===== src/rtl/datapath_sequencer.sv =====
// datapath_sequencer: multi-cycle fetch/decode/execute controller for an RV32I subset
// (addi, add, beq, bne, ebreak). Optional illegal-instruction trap: SEQ_ILLEGAL_TRAP_EN.

module datapath_sequencer #(
   parameter int                  PC_WIDTH = 32,
   parameter logic [PC_WIDTH-1:0] RESET_PC = {PC_WIDTH{1'b0}}
) (
   input  logic                clk,
   input  logic                rst,
   input  logic                start,
   output logic [PC_WIDTH-1:0] instr_addr,
   input  logic [31:0]         instr,
   input  logic                EQ,
   output logic [4:0]          AD1,
   output logic [4:0]          AD2,
   output logic [4:0]          AD3,
   output logic                WE3,
   output logic [31:0]         ImmOp,
   output logic                ALUsrc,
   output logic                ALUctrl,
   output logic                busy,
   output logic                halted,
   output logic                illegal
);

   typedef enum logic [2:0] {
      ST_IDLE   = 3'd0,
      ST_FETCH  = 3'd1,
      ST_DECODE = 3'd2,
      ST_EXEC   = 3'd3,
      ST_HALT   = 3'd4
   } state_t;

   typedef enum logic [2:0] {
      K_ADDI    = 3'd0,
      K_ADD     = 3'd1,
      K_BEQ     = 3'd2,
      K_BNE     = 3'd3,
      K_EBREAK  = 3'd4,
      K_ILLEGAL = 3'd5
   } kind_t;

   localparam logic [6:0]          OPC_OP_IMM  = 7'b0010011;
   localparam logic [6:0]          OPC_OP      = 7'b0110011;
   localparam logic [6:0]          OPC_BRANCH  = 7'b1100011;
   localparam logic [6:0]          OPC_SYSTEM  = 7'b1110011;
   localparam logic [31:0]         EBREAK_WORD = 32'h0010_0073;
   localparam logic [PC_WIDTH-1:0] PC_STEP     = PC_WIDTH'(3'd4);

   state_t               state_r;
   state_t               state_s;
   kind_t                kind_r;
   kind_t                dec_kind_s;
   logic [PC_WIDTH-1:0]  pc_r;
   logic [4:0]           ad1_r;
   logic [4:0]           ad2_r;
   logic [4:0]           ad3_r;
   logic                 we3_r;
   logic [31:0]          imm_r;
   logic                 alusrc_r;
   logic                 aluctrl_r;

   logic [6:0]           opcode_s;
   logic [2:0]           funct3_s;
   logic [6:0]           funct7_s;
   logic [4:0]           rd_s;
   logic [4:0]           rs1_s;
   logic [4:0]           rs2_s;
   logic [31:0]          i_imm_s;
   logic [31:0]          b_imm_s;
   logic                 start_ok_s;

   assign opcode_s = instr[6:0];
   assign rd_s     = instr[11:7];
   assign funct3_s = instr[14:12];
   assign rs1_s    = instr[19:15];
   assign rs2_s    = instr[24:20];
   assign funct7_s = instr[31:25];
   assign i_imm_s  = {{20{instr[31]}}, instr[31:20]};
   assign b_imm_s  = {{19{instr[31]}}, instr[31], instr[7], instr[30:25], instr[11:8], 1'b0};

   assign start_ok_s = start && ((state_r == ST_IDLE) || (state_r == ST_HALT));

   // Classify the fetched word; a branch offset with bit 1 set is not 4-byte aligned.
   always_comb begin
      dec_kind_s = K_ILLEGAL;
      case (opcode_s)
         OPC_OP_IMM: begin
            if (funct3_s == 3'b000) dec_kind_s = K_ADDI;
            else                    dec_kind_s = K_ILLEGAL;
         end
         OPC_OP: begin
            if ((funct3_s == 3'b000) && (funct7_s == 7'b0000000)) dec_kind_s = K_ADD;
            else                                                  dec_kind_s = K_ILLEGAL;
         end
         OPC_BRANCH: begin
            if (instr[8])                dec_kind_s = K_ILLEGAL;
            else if (funct3_s == 3'b000) dec_kind_s = K_BEQ;
            else if (funct3_s == 3'b001) dec_kind_s = K_BNE;
            else                         dec_kind_s = K_ILLEGAL;
         end
         OPC_SYSTEM: begin
            if (instr == EBREAK_WORD) dec_kind_s = K_EBREAK;
            else                      dec_kind_s = K_ILLEGAL;
         end
         default: dec_kind_s = K_ILLEGAL;
      endcase
   end

   // State register.
   always_ff @(posedge clk) begin
      if (rst) state_r <= ST_IDLE;
      else     state_r <= state_s;
   end

   // Next-state logic.
   always_comb begin
      state_s = state_r;
      case (state_r)
         ST_IDLE: begin
            if (start) state_s = ST_FETCH;
            else       state_s = ST_IDLE;
         end
         ST_FETCH:  state_s = ST_DECODE;
         ST_DECODE: begin
            if (dec_kind_s == K_EBREAK) begin
               state_s = ST_HALT;
            end else if (dec_kind_s == K_ILLEGAL) begin
`ifdef SEQ_ILLEGAL_TRAP_EN
               state_s = ST_HALT;
`else
               state_s = ST_EXEC;
`endif
            end else begin
               state_s = ST_EXEC;
            end
         end
         ST_EXEC: state_s = ST_FETCH;
         ST_HALT: begin
            if (start) state_s = ST_FETCH;
            else       state_s = ST_HALT;
         end
         default: state_s = ST_IDLE;
      endcase
   end

   // Status outputs decoded from the state register.
   always_comb begin
      busy   = 1'b0;
      halted = 1'b0;
      case (state_r)
         ST_FETCH, ST_DECODE, ST_EXEC: busy = 1'b1;
         ST_HALT:                      halted = 1'b1;
         default: begin
            busy   = 1'b0;
            halted = 1'b0;
         end
      endcase
   end

   // PC and datapath control registers; controls load in DECODE and hold otherwise.
   always_ff @(posedge clk) begin
      if (rst) begin
         pc_r      <= {PC_WIDTH{1'b0}};
         kind_r    <= K_ADDI;
         ad1_r     <= 5'd0;
         ad2_r     <= 5'd0;
         ad3_r     <= 5'd0;
         we3_r     <= 1'b0;
         imm_r     <= 32'd0;
         alusrc_r  <= 1'b0;
         aluctrl_r <= 1'b0;
      end else begin
         case (state_r)
            ST_IDLE, ST_HALT: begin
               we3_r <= 1'b0;
               if (start_ok_s) pc_r <= RESET_PC;
            end
            ST_DECODE: begin
               kind_r <= dec_kind_s;
               case (dec_kind_s)
                  K_ADDI: begin
                     ad1_r     <= rs1_s;
                     ad3_r     <= rd_s;
                     imm_r     <= i_imm_s;
                     alusrc_r  <= 1'b1;
                     aluctrl_r <= 1'b0;
                     we3_r     <= (rd_s != 5'd0);
                  end
                  K_ADD: begin
                     ad1_r     <= rs1_s;
                     ad2_r     <= rs2_s;
                     ad3_r     <= rd_s;
                     alusrc_r  <= 1'b0;
                     aluctrl_r <= 1'b0;
                     we3_r     <= (rd_s != 5'd0);
                  end
                  K_BEQ, K_BNE: begin
                     ad1_r     <= rs1_s;
                     ad2_r     <= rs2_s;
                     imm_r     <= b_imm_s;
                     alusrc_r  <= 1'b0;
                     aluctrl_r <= 1'b1;
                     we3_r     <= 1'b0;
                  end
                  default: we3_r <= 1'b0;
               endcase
            end
            ST_EXEC: begin
               we3_r <= 1'b0;
               case (kind_r)
                  K_BEQ: begin
                     if (EQ) pc_r <= pc_r + PC_WIDTH'(imm_r);
                     else    pc_r <= pc_r + PC_STEP;
                  end
                  K_BNE: begin
                     if (!EQ) pc_r <= pc_r + PC_WIDTH'(imm_r);
                     else     pc_r <= pc_r + PC_STEP;
                  end
                  default: pc_r <= pc_r + PC_STEP;
               endcase
            end
            default: we3_r <= 1'b0;
         endcase
      end
   end

`ifdef SEQ_ILLEGAL_TRAP_EN
   logic illegal_r;

   // Sticky trap flag, cleared when a new run starts.
   always_ff @(posedge clk) begin
      if (rst)                                                   illegal_r <= 1'b0;
      else if ((state_r == ST_DECODE) && (dec_kind_s == K_ILLEGAL)) illegal_r <= 1'b1;
      else if (start_ok_s)                                       illegal_r <= 1'b0;
      else                                                       illegal_r <= illegal_r;
   end

   assign illegal = illegal_r;
`else
   assign illegal = 1'b0;
`endif

   assign instr_addr = pc_r;
   assign AD1        = ad1_r;
   assign AD2        = ad2_r;
   assign AD3        = ad3_r;
   assign WE3        = we3_r;
   assign ImmOp      = imm_r;
   assign ALUsrc     = alusrc_r;
   assign ALUctrl    = aluctrl_r;

endmodule


===== config.mk =====
export PLATFORM = sky130hd
export DESIGN_NAME = datapath_sequencer
export DESIGN_NICKNAME = d
export VERILOG_FILES = /design/src/rtl/datapath_sequencer.sv
export SDC_FILE = /design/constraint.sdc
export NUM_CORES = 1
export LEC_CHECK = 0
export CAP_MARGIN = 20
export CORE_MARGIN = 5
export CORE_UTILIZATION = 30
export CTS_CLUSTER_DIAMETER = 50
export DETAILED_ROUTE_END_ITERATION = 8
export GPL_ROUTABILITY_DRIVEN = 0
export PLACE_DENSITY = 0.6
export SETUP_SLACK_MARGIN = 0.15
export SLEW_MARGIN = 20
export SYNTH_ARGS = -nofsm -noshare
export SYNTH_HDL_FRONTEND = slang
export SYNTH_SLANG_ARGS = --single-unit
export TNS_END_PERCENT = 30

===== constraint.sdc =====
create_clock -name clk -period 4.15 [get_ports clk]
set_input_delay 0.83 -clock clk [delete_from_list [all_inputs] [get_ports clk]]
set_output_delay 0.83 -clock clk [all_outputs]
set_load 0.05 [all_outputs]

== Word level (Yosys, flattened, before mapping) ==
Cells that the tools add are included.
Widths: inputs -> output; s select.

* Bitwise operators: 2
* Muxes and demuxes: 21
* Add/subtract/negate cells: 2
* Equality and inequality tests: 17
* Reductions and logical operators: 26

{| class="wikitable"
|+ Operators by type and width
! operator !! count
|-
| $pmux 32 s2 || 3
|-
| $mux 32 || 3
|-
| $add 32x3->32 const B || 1
|-
| $add 32x32->32 || 1
|-
| $eq 32x21->1 const B || 1
|-
| $mux 3 || 7
|-
| $eq 3x2->1 const B || 6
|-
| $pmux 3 s5 || 1
|-
| $eq 7x7->1 const B || 2
|-
| $reduce_and 2->1 || 7
|-
| $pmux 3 s4 || 1
|-
| $eq 3x1->1 const B || 3
|-
| $logic_not 3->1 || 3
|-
| $reduce_or 3->1 || 3
|-
| $reduce_bool 2->1 || 4
|-
| $eq 7x5->1 const B || 1
|-
| $eq 7x6->1 const B || 1
|-
| $logic_not 7->1 || 1
|-
| $eq 3x3->1 const B || 2
|-
| $reduce_or 2->1 || 3
|-
| $reduce_bool 5->1 || 1
|-
| $mux 1 || 4
|-
| $pmux 1 s2 || 2
|-
| $reduce_or 4->1 || 1
|-
| 4 further kinds || 6
|}

* Output and inout port bits: 85
* Word-level logic and storage cells: 78
* Input port bits: 36
* Register bits: 88

== Depth between registers and ports, before layout ==
Gate-level depths: netlist (run 1).

* Depth in word-level cells: 9
* Mapped depth: 11
* Mapped depth without buffers: 11

== Worst setup path before layout (run 1) ==
No wires, ideal clock.

* Kind: reg2reg
* Start: register, netlist name ImmOp[30]
* End: register pc_r[27], in the netlist instr_addr[27]
* Stages on the path, launching flop included: 11
* Buffers on the path: 1
* Clock period less this slack: 3667 ps
* Required time: 4034 ps
* Setup slack: 483 ps
* Library setup time: 116 ps
* Data arrival time: 3551 ps
* Path through: dfxtp_1 -> ha_1 -> clkbuf_1 -> a21o_1 -> a21o_1 -> a21oi_1 -> nor2_1 -> a2111oi_1 -> a211oi_1 -> or3_1 -> a31o_2

{| class="wikitable"
|+ RTL lines
! element !! RTL line !! text
|-
| end signal: assignment || 164 || <nowiki>pc_r <= {PC_WIDTH{1'b0}};</nowiki>
|-
| end signal: assignment || 213 || <nowiki>if (EQ) pc_r <= pc_r + PC_WIDTH'(imm_r);</nowiki>
|-
| end signal: assignment || 214 || <nowiki>else pc_r <= pc_r + PC_STEP;</nowiki>
|-
| end: declaration || 54 || <nowiki>logic [PC_WIDTH-1:0] pc_r;</nowiki>
|}

== Worst setup path after layout (run 1) ==
* Start: register imm_r[0], in the netlist ImmOp[0]
* End: register pc_r[28], in the netlist instr_addr[28]

* Word-level cells in the longest chain between the ends: 4
* Elaborated cells between the ends (all ways): 5
* Classes of those cells: add/sub (1); mux (4)

{| class="wikitable"
|+ RTL lines
! element !! RTL line !! text
|-
| start: declaration || 59 || <nowiki>logic [31:0] imm_r;</nowiki>
|-
| start signal: assignment || 185 || <nowiki>imm_r <= i_imm_s;</nowiki>
|-
| start signal: assignment || 201 || <nowiki>imm_r <= b_imm_s;</nowiki>
|-
| $add 32x32->32 (*) || 213, 217 ||
|-
| $mux 32 (on tied branches) || 217, 213 ||
|-
| $pmux 32 s2 (*) || 211 || <nowiki>case (kind_r)</nowiki>
|-
| $pmux 32 s2 (*) || 174 || <nowiki>case (state_r)</nowiki>
|-
| end signal: assignment || 213 ||
|-
| end signal: assignment || 214 ||
|-
| end signal: assignment || 217 || <nowiki>if (!EQ) pc_r <= pc_r + PC_WIDTH'(imm_r);</nowiki>
|}

Mark *: on every way between the ends. The rest lies on a longest branch, timed or not.
A chain may end at the register's enable or synchronous reset.

==> results.txt, run 1 <==
status: completed
Reg2Reg Setup Slack: 0.98 ns
Final Critical Period: 3.17 ns
asr flop ratio synth: 0%
Hold Fails Final Rpt: 0
Lkg Pwr: 2.70 nW
Crit Path Category: flip-flop to flip-flop
unrepaired setup endpoints after global routing: no
Worst EP required: 4.35 ns
Synth area leader: dfxtp_1
Seq/Total Area, Yosys: 26.2%
crit path max fanout: 5
VDD IR max: 247 uV
Final ANT Viol Nets: 0
Synth Warn #: 0
# Post-CTS Setup Buffers: 0
share of the synthesized area in the top cell type: 26.2%
crit path to: instr_addr[28]
Startpoint Class: flip-flop
r2r startpoint: ImmOp[0]
post-DR wirelength/cell: 16.7 um
Reg2Reg Depth: 11
Yosys reg bits: 69
Routed WL: 16900 um
most numerous cell in the Yosys netlist: nor2_1
Syn Inst Count: 700
DR iter-0 viols: 369
Initial Util: 30.6%
FMAX: 0.316 GHz
Worst-Skew Late Latency: 0.34 ns
MaxCap Viol Count: 0
I/O pin count: 121
Worst Tran Pin Value: 0.734 ns
Die W: 142 um
total nets after synthesis: 769
initial antenna violation count: 0
first-pass GRT wire length: 26900 um
via count of the routed design: 5412
First-pass DRT Iterations: 5
PD cells: 235 mW/mm2
row cnt: 48
Setup-failing EPs final: 0
skew final: 0.00771 ns
post-DR vias/cell: 5.33
Hold-fix buffers, CTS: 0
Sink Count: 69
largest net degree at the start of global routing: 48
mean post-synth cell area: 7.52 um2
Post-layout nets: 855
Layout Utilization: 39.6%
Critical Path Source: ImmOp[0]
layout cells sized above 1: 4.81%
clock tree from TritonCTS: built
TNS Setup: 0 ns
Slew HR: 50.9%
Worst Hold Class: flip-flop to flip-flop
vias in the first global route: 5184
CTS buffer count: 9
Distinct cells, synth: 73
CTS clk-pin slew, worst paths: 0.06 ns
top cells by area, synth: dfxtp_1, ha_1, a21oi_1
area grow syn2layout: 29.6%
Slew Viols, Final: 0
critical path data arrival time: 3.37 ns
fill count: 1773
port bufs: 119
worst flop-to-flop path endpoint: instr_addr[28]
Detailed Place HPWL: 12700 um
diode count: 0
Die ar.: 0.0203 mm2
EDFF count, synth: 0
Tcrit/Tclk final: 76.3%
Die Ht: 142 um
Top FF cell, synth: dfxtp_1
Netlist Area Pre-Place: 0.00527 mm2
Core ar.: 0.0172 mm2
cts repair resizes: 0
grt total ovfl: 0
Tot GR Track Use: 16.3%
Worst Setup End Kind: flip-flop
root buffer cell: clkbuf_16
commonest cells in the netlist: nor2_1, nand2_1, dfxtp_1
Clock Path Buffers: 2
H-tree lvl count: 3
DRC viols: 0
==> worst min-delay path by stage <==
stage | from | to | depth (start not counted)
3_5_place_dp | AD3[2] | AD3[2] | 2
6_report | AD3[4] | AD3[4] | 2
4_1_cts | AD3[3] | AD3[3] | 2
2_1_floorplan | state_r[2] | state_r[1] | 1
5_1_grt | AD3[2] | AD3[2] | 2
3_3_place_gp | AD3[3] | AD3[3] | 2
==> placed cells by master, fill, tap and decap left out, types with 13 or more instances in the layout <==
| cell type | instances |
|---|---|
| a21o_1 | 29 |
| a21oi_1 | 61 |
| a31oi_1 | 13 |
| clkdlybuf4s50_1 | 118 |
| dfxtp_1 | 69 |
| ha_1 | 32 |
| mux2i_1 | 16 |
| nand2_1 | 74 |
| nand3_1 | 32 |
| nor2_1 | 76 |
| nor3_1 | 15 |
| o21ai_0 | 43 |
| xnor2_1 | 21 |
==> sequential cells by signal, indices dropped and copies added, names as in the netlist <==
name	flops
AD1	5
WE3	1
ALUsrc	1
AD2	5
ImmOp	13
instr_addr	32
ALUctrl	1
kind_r	3
AD3	5
state_r	3
==> cell families (layout without fill, tap and decap cells) <==
kind of cell    after synthesis  after routing  synth area share (%)
simple gates                270            270                  25.2
other cells                   1              1                0.0712
buf+inv                      66            156                  6.32
xor+xnor                     26             26                  4.32
compound gates              219            219                  26.8
flops                        69             69                  26.2
mux                          16             16                  3.04
fa+ha+maj                    33             33                  7.98
==> final cells by class <==
| type | count | area [um2] | share of cell area [%] |
|---|---|---|---|
| Tap cell | 225 | 282 | 4.13 |
| Timing Repair Buffer | 129 | 1260 | 18.5 |
| Sequential cell | 69 | 1380 | 20.2 |
| Inverter | 12 | 45.0 | 0.660 |
| Multi-Input combinational cell | 565 | 3550 | 52.1 |
| Clock inverter | 3 | 45.0 | 0.660 |
| Clock buffer | 12 | 256 | 3.76 |
==> routing by layer <==
| layer | global-route usage, % | vias up | wire, um |
|---|---|---|---|
| met5 | 0 | - | 0 |
| met4 | 3.95 | 0 | 234 |
| met3 | 5.75 | 20 | 1520 |
| met2 | 26.7 | 172 | 7610 |
| met1 | 20.5 | 2487 | 7540 |
| li1 | - | 2733 | - |
==> critical path: stages (launching register included) <==
cell and delay, ns:
dfxtp_1 0.37, ha_1 0.20, inv_1 0.06, fa_1 0.40, nor2b_1 0.18, o2111ai_1 0.19, a211oi_1 0.55, o2111a_1 0.25
nor2_1 0.12, o311ai_0 0.45, xnor2_1 0.18, o22ai_1 0.10
==> where the power goes <==
part           internal [mW]  switching, mW  total [mW]
clock network          0.495          0.304       0.800
registers              0.667        0.00713       0.674
logic                 0.0534         0.0766       0.130
total                   1.22          0.388        1.60
==> per-stage QoR <==
stage,hold slack [ns],area [um2],power [mW],setup WS (ns),std cells
after floorplan,0.448,5270,0.749,0.483,700
after global placement,0.442,6520,0.818,0.736,1000
after detailed placement,0.450,6520,0.818,0.647,1000
after CTS,0.462,6820,1.62,0.967,1015
after global routing,0.482,6820,1.65,0.738,1015
final,0.460,6820,1.60,0.985,1015
Power figures use the tool's default switching activity.
==> run 2: changes to the inputs <==
clock period = 3.26 ns   (was 4.15 ns; I/O delays follow)
==> run 2 against run 1 <==
Against the previous run: core utilization up 0.79 points; clock-buffer cell count down 2; fmax up 8.5%; via count up 2.5%; sequential share of layout area down 0.34 points; combinational power up 28%; clock power up 22%; largest cell class unchanged; largest power group unchanged.
==> results.txt, run 2 (synthesized netlist as in run 1, its figures left out) <==
status: completed
Worst Tran Pin Value: 0.796 ns
layout cells sized above 1: 7.30%
I/O pin count: 121
most frequent cells in the layout: clkdlybuf4s50_1, nor2_1, nand2_1
Pint: 1.47 mW
port bufs: 119
VDD IR max: 221 uV
Lkg Pwr: 2.80 nW
Post-layout nets: 872
Slew Viols, Final: 0
vias in the first global route: 5293
max reg flops: 32
clock tree from TritonCTS: built
skew final: 0.0117 ns
TNS Setup: 0 ns
MaxCap Viol Count: 0
Setup-failing EPs final: 0
Worst-Skew Late Latency: 0.35 ns
clock power share: 49.0%
Slew HR: 46.7%
Clock Path Buffers: 2
Die ar.: 0.0203 mm2
Final ANT Viol Nets: 0
DR iter-0 viols: 467
root buffer cell: clkbuf_16
Worst Hold Class: flip-flop to flip-flop
CTS buffer count: 9
grt total ovfl: 0
post-DR vias/cell: 5.37
unrepaired setup endpoints after global routing: yes
Sink Count: 69
FMAX: 0.343 GHz
NetSw: 0.535 mW
Tcrit/Tclk final: 89.5%
First-pass DRT Iterations: 5
row cnt: 48
Startpoint Class: flip-flop
area grow syn2layout: 32.1%
first-pass GRT wire length: 27500 um
initial antenna violation count: 0
post-DR wirelength/cell: 16.5 um
DRC viols: 0
via count of the routed design: 5548
sw frac: 26.7%
fill count: 1786
Hold-fix buffers, CTS: 0
Crit Path Category: flip-flop to flip-flop
hold_ws: 0.462 ns
Core ar.: 0.0172 mm2
Flop pwr share: 42.7%
crit path max fanout: 5
Routed WL: 17000 um
critical path data arrival time: 3.14 ns
Final Critical Period: 2.92 ns
Worst Setup End Kind: flip-flop
CTS clk-pin slew, worst paths: 0.07 ns
Detailed Place HPWL: 13000 um
commonest non-fill, non-tap cell in the layout: clkdlybuf4s50_1
PD cells: 288 mW/mm2
diode count: 0
Worst EP required: 3.49 ns
Hold Fails Final Rpt: 0
Die Ht: 142 um
Die W: 142 um
Tot GR Track Use: 16.6%
Comb pwr share: 8.3%
H-tree lvl count: 3
largest net degree at the start of global routing: 42
Initial Util: 30.6%
total power: 2.00 mW
==> run 2: changes by cell type in the layout (fill, tap and decap cells not counted), sizes merged <==
cell | previous run | this run
buf | 11 | 28
inv | 12 | 17
clkbuf | 12 | 10
clkinvlp | 2 | 0
bufinv | 1 | 0
clkinv | 0 | 1
==> run 2: what timing repair did <==
| item | in CTS | in global routing |
|---|---|---|
| resized for setup | 0 | 2 |
| setup endpoints to repair | 0 | 3 |
| setup buffers | 0 | 0 |
==> run 2: final cells by class <==
cell class                 instances  area (um2)  area share (%)
multi-input combinational        565        3560            51.1
timing repair buffer             146        1400            20.1
sequential                        69        1390            19.9
tap                              225         282            4.05
clock buffer                      10         239            3.43
clock inverter                     6        50.0           0.719
inverter                          12        45.0           0.647
==> run 2: stage by stage <==
step | utilization [%] | instance area (um2) | worst slack, ns | instances
detailed placement | 38.7 | 6670 | 0.151 | 1017
CTS | 40.3 | 6950 | 0.227 | 1033
floorplan | - | 5270 | 0.210 | 700
finish | 40.4 | 6960 | 0.343 | 1033
global route | 40.4 | 6960 | 0.0352 | 1033
global placement | 38.7 | 6670 | 0.165 | 1017
==> run 2: worst max-delay path: stages, from the launching register on <==
cell	delay, ns
dfxtp_1	0.36
ha_1	0.20
inv_1	0.06
fa_1	0.40
nor2b_1	0.18
o2111ai_1	0.19
a211oi_1	0.29
buf_4	0.18
o2111a_1	0.17
nor2_1	0.13
o311ai_1	0.38
xnor2_1	0.17
o22ai_1	0.09
==> run 2: final timing paths <==
path	startpoint	endpoint	slack (ns)	cells after the start
setup / recovery	ImmOp[0]	instr_addr[28]	0.34	12
hold reg to reg	AD3[3]	AD3[3]	0.46	2
setup reg to reg	ImmOp[0]	instr_addr[28]	0.34	12
hold / removal	AD3[3]	AD3[3]	0.46	2
==> run 2: metal layers <==
| layer | track usage, % | vias up | part of all wire [%] |
|---|---|---|---|
| met5 | 0 | - | 0 |
| met4 | 3.95 | 0 | 1.4 |
| met3 | 5.54 | 17 | 9.8 |
| met2 | 27.3 | 189 | 45 |
| met1 | 21.1 | 2558 | 43 |
| li1 | - | 2784 | - |
==> run 2: power groups by stage <==
stage | clock network (mW) | registers (mW) | logic (mW)
after floorplan | 0 | 0.874 | 0.0796
after CTS | 1.01 | 0.856 | 0.168
final | 0.980 | 0.856 | 0.166
after global placement | 0 | 0.875 | 0.167
after detailed placement | 0 | 0.875 | 0.167
after global routing | 1.04 | 0.857 | 0.181
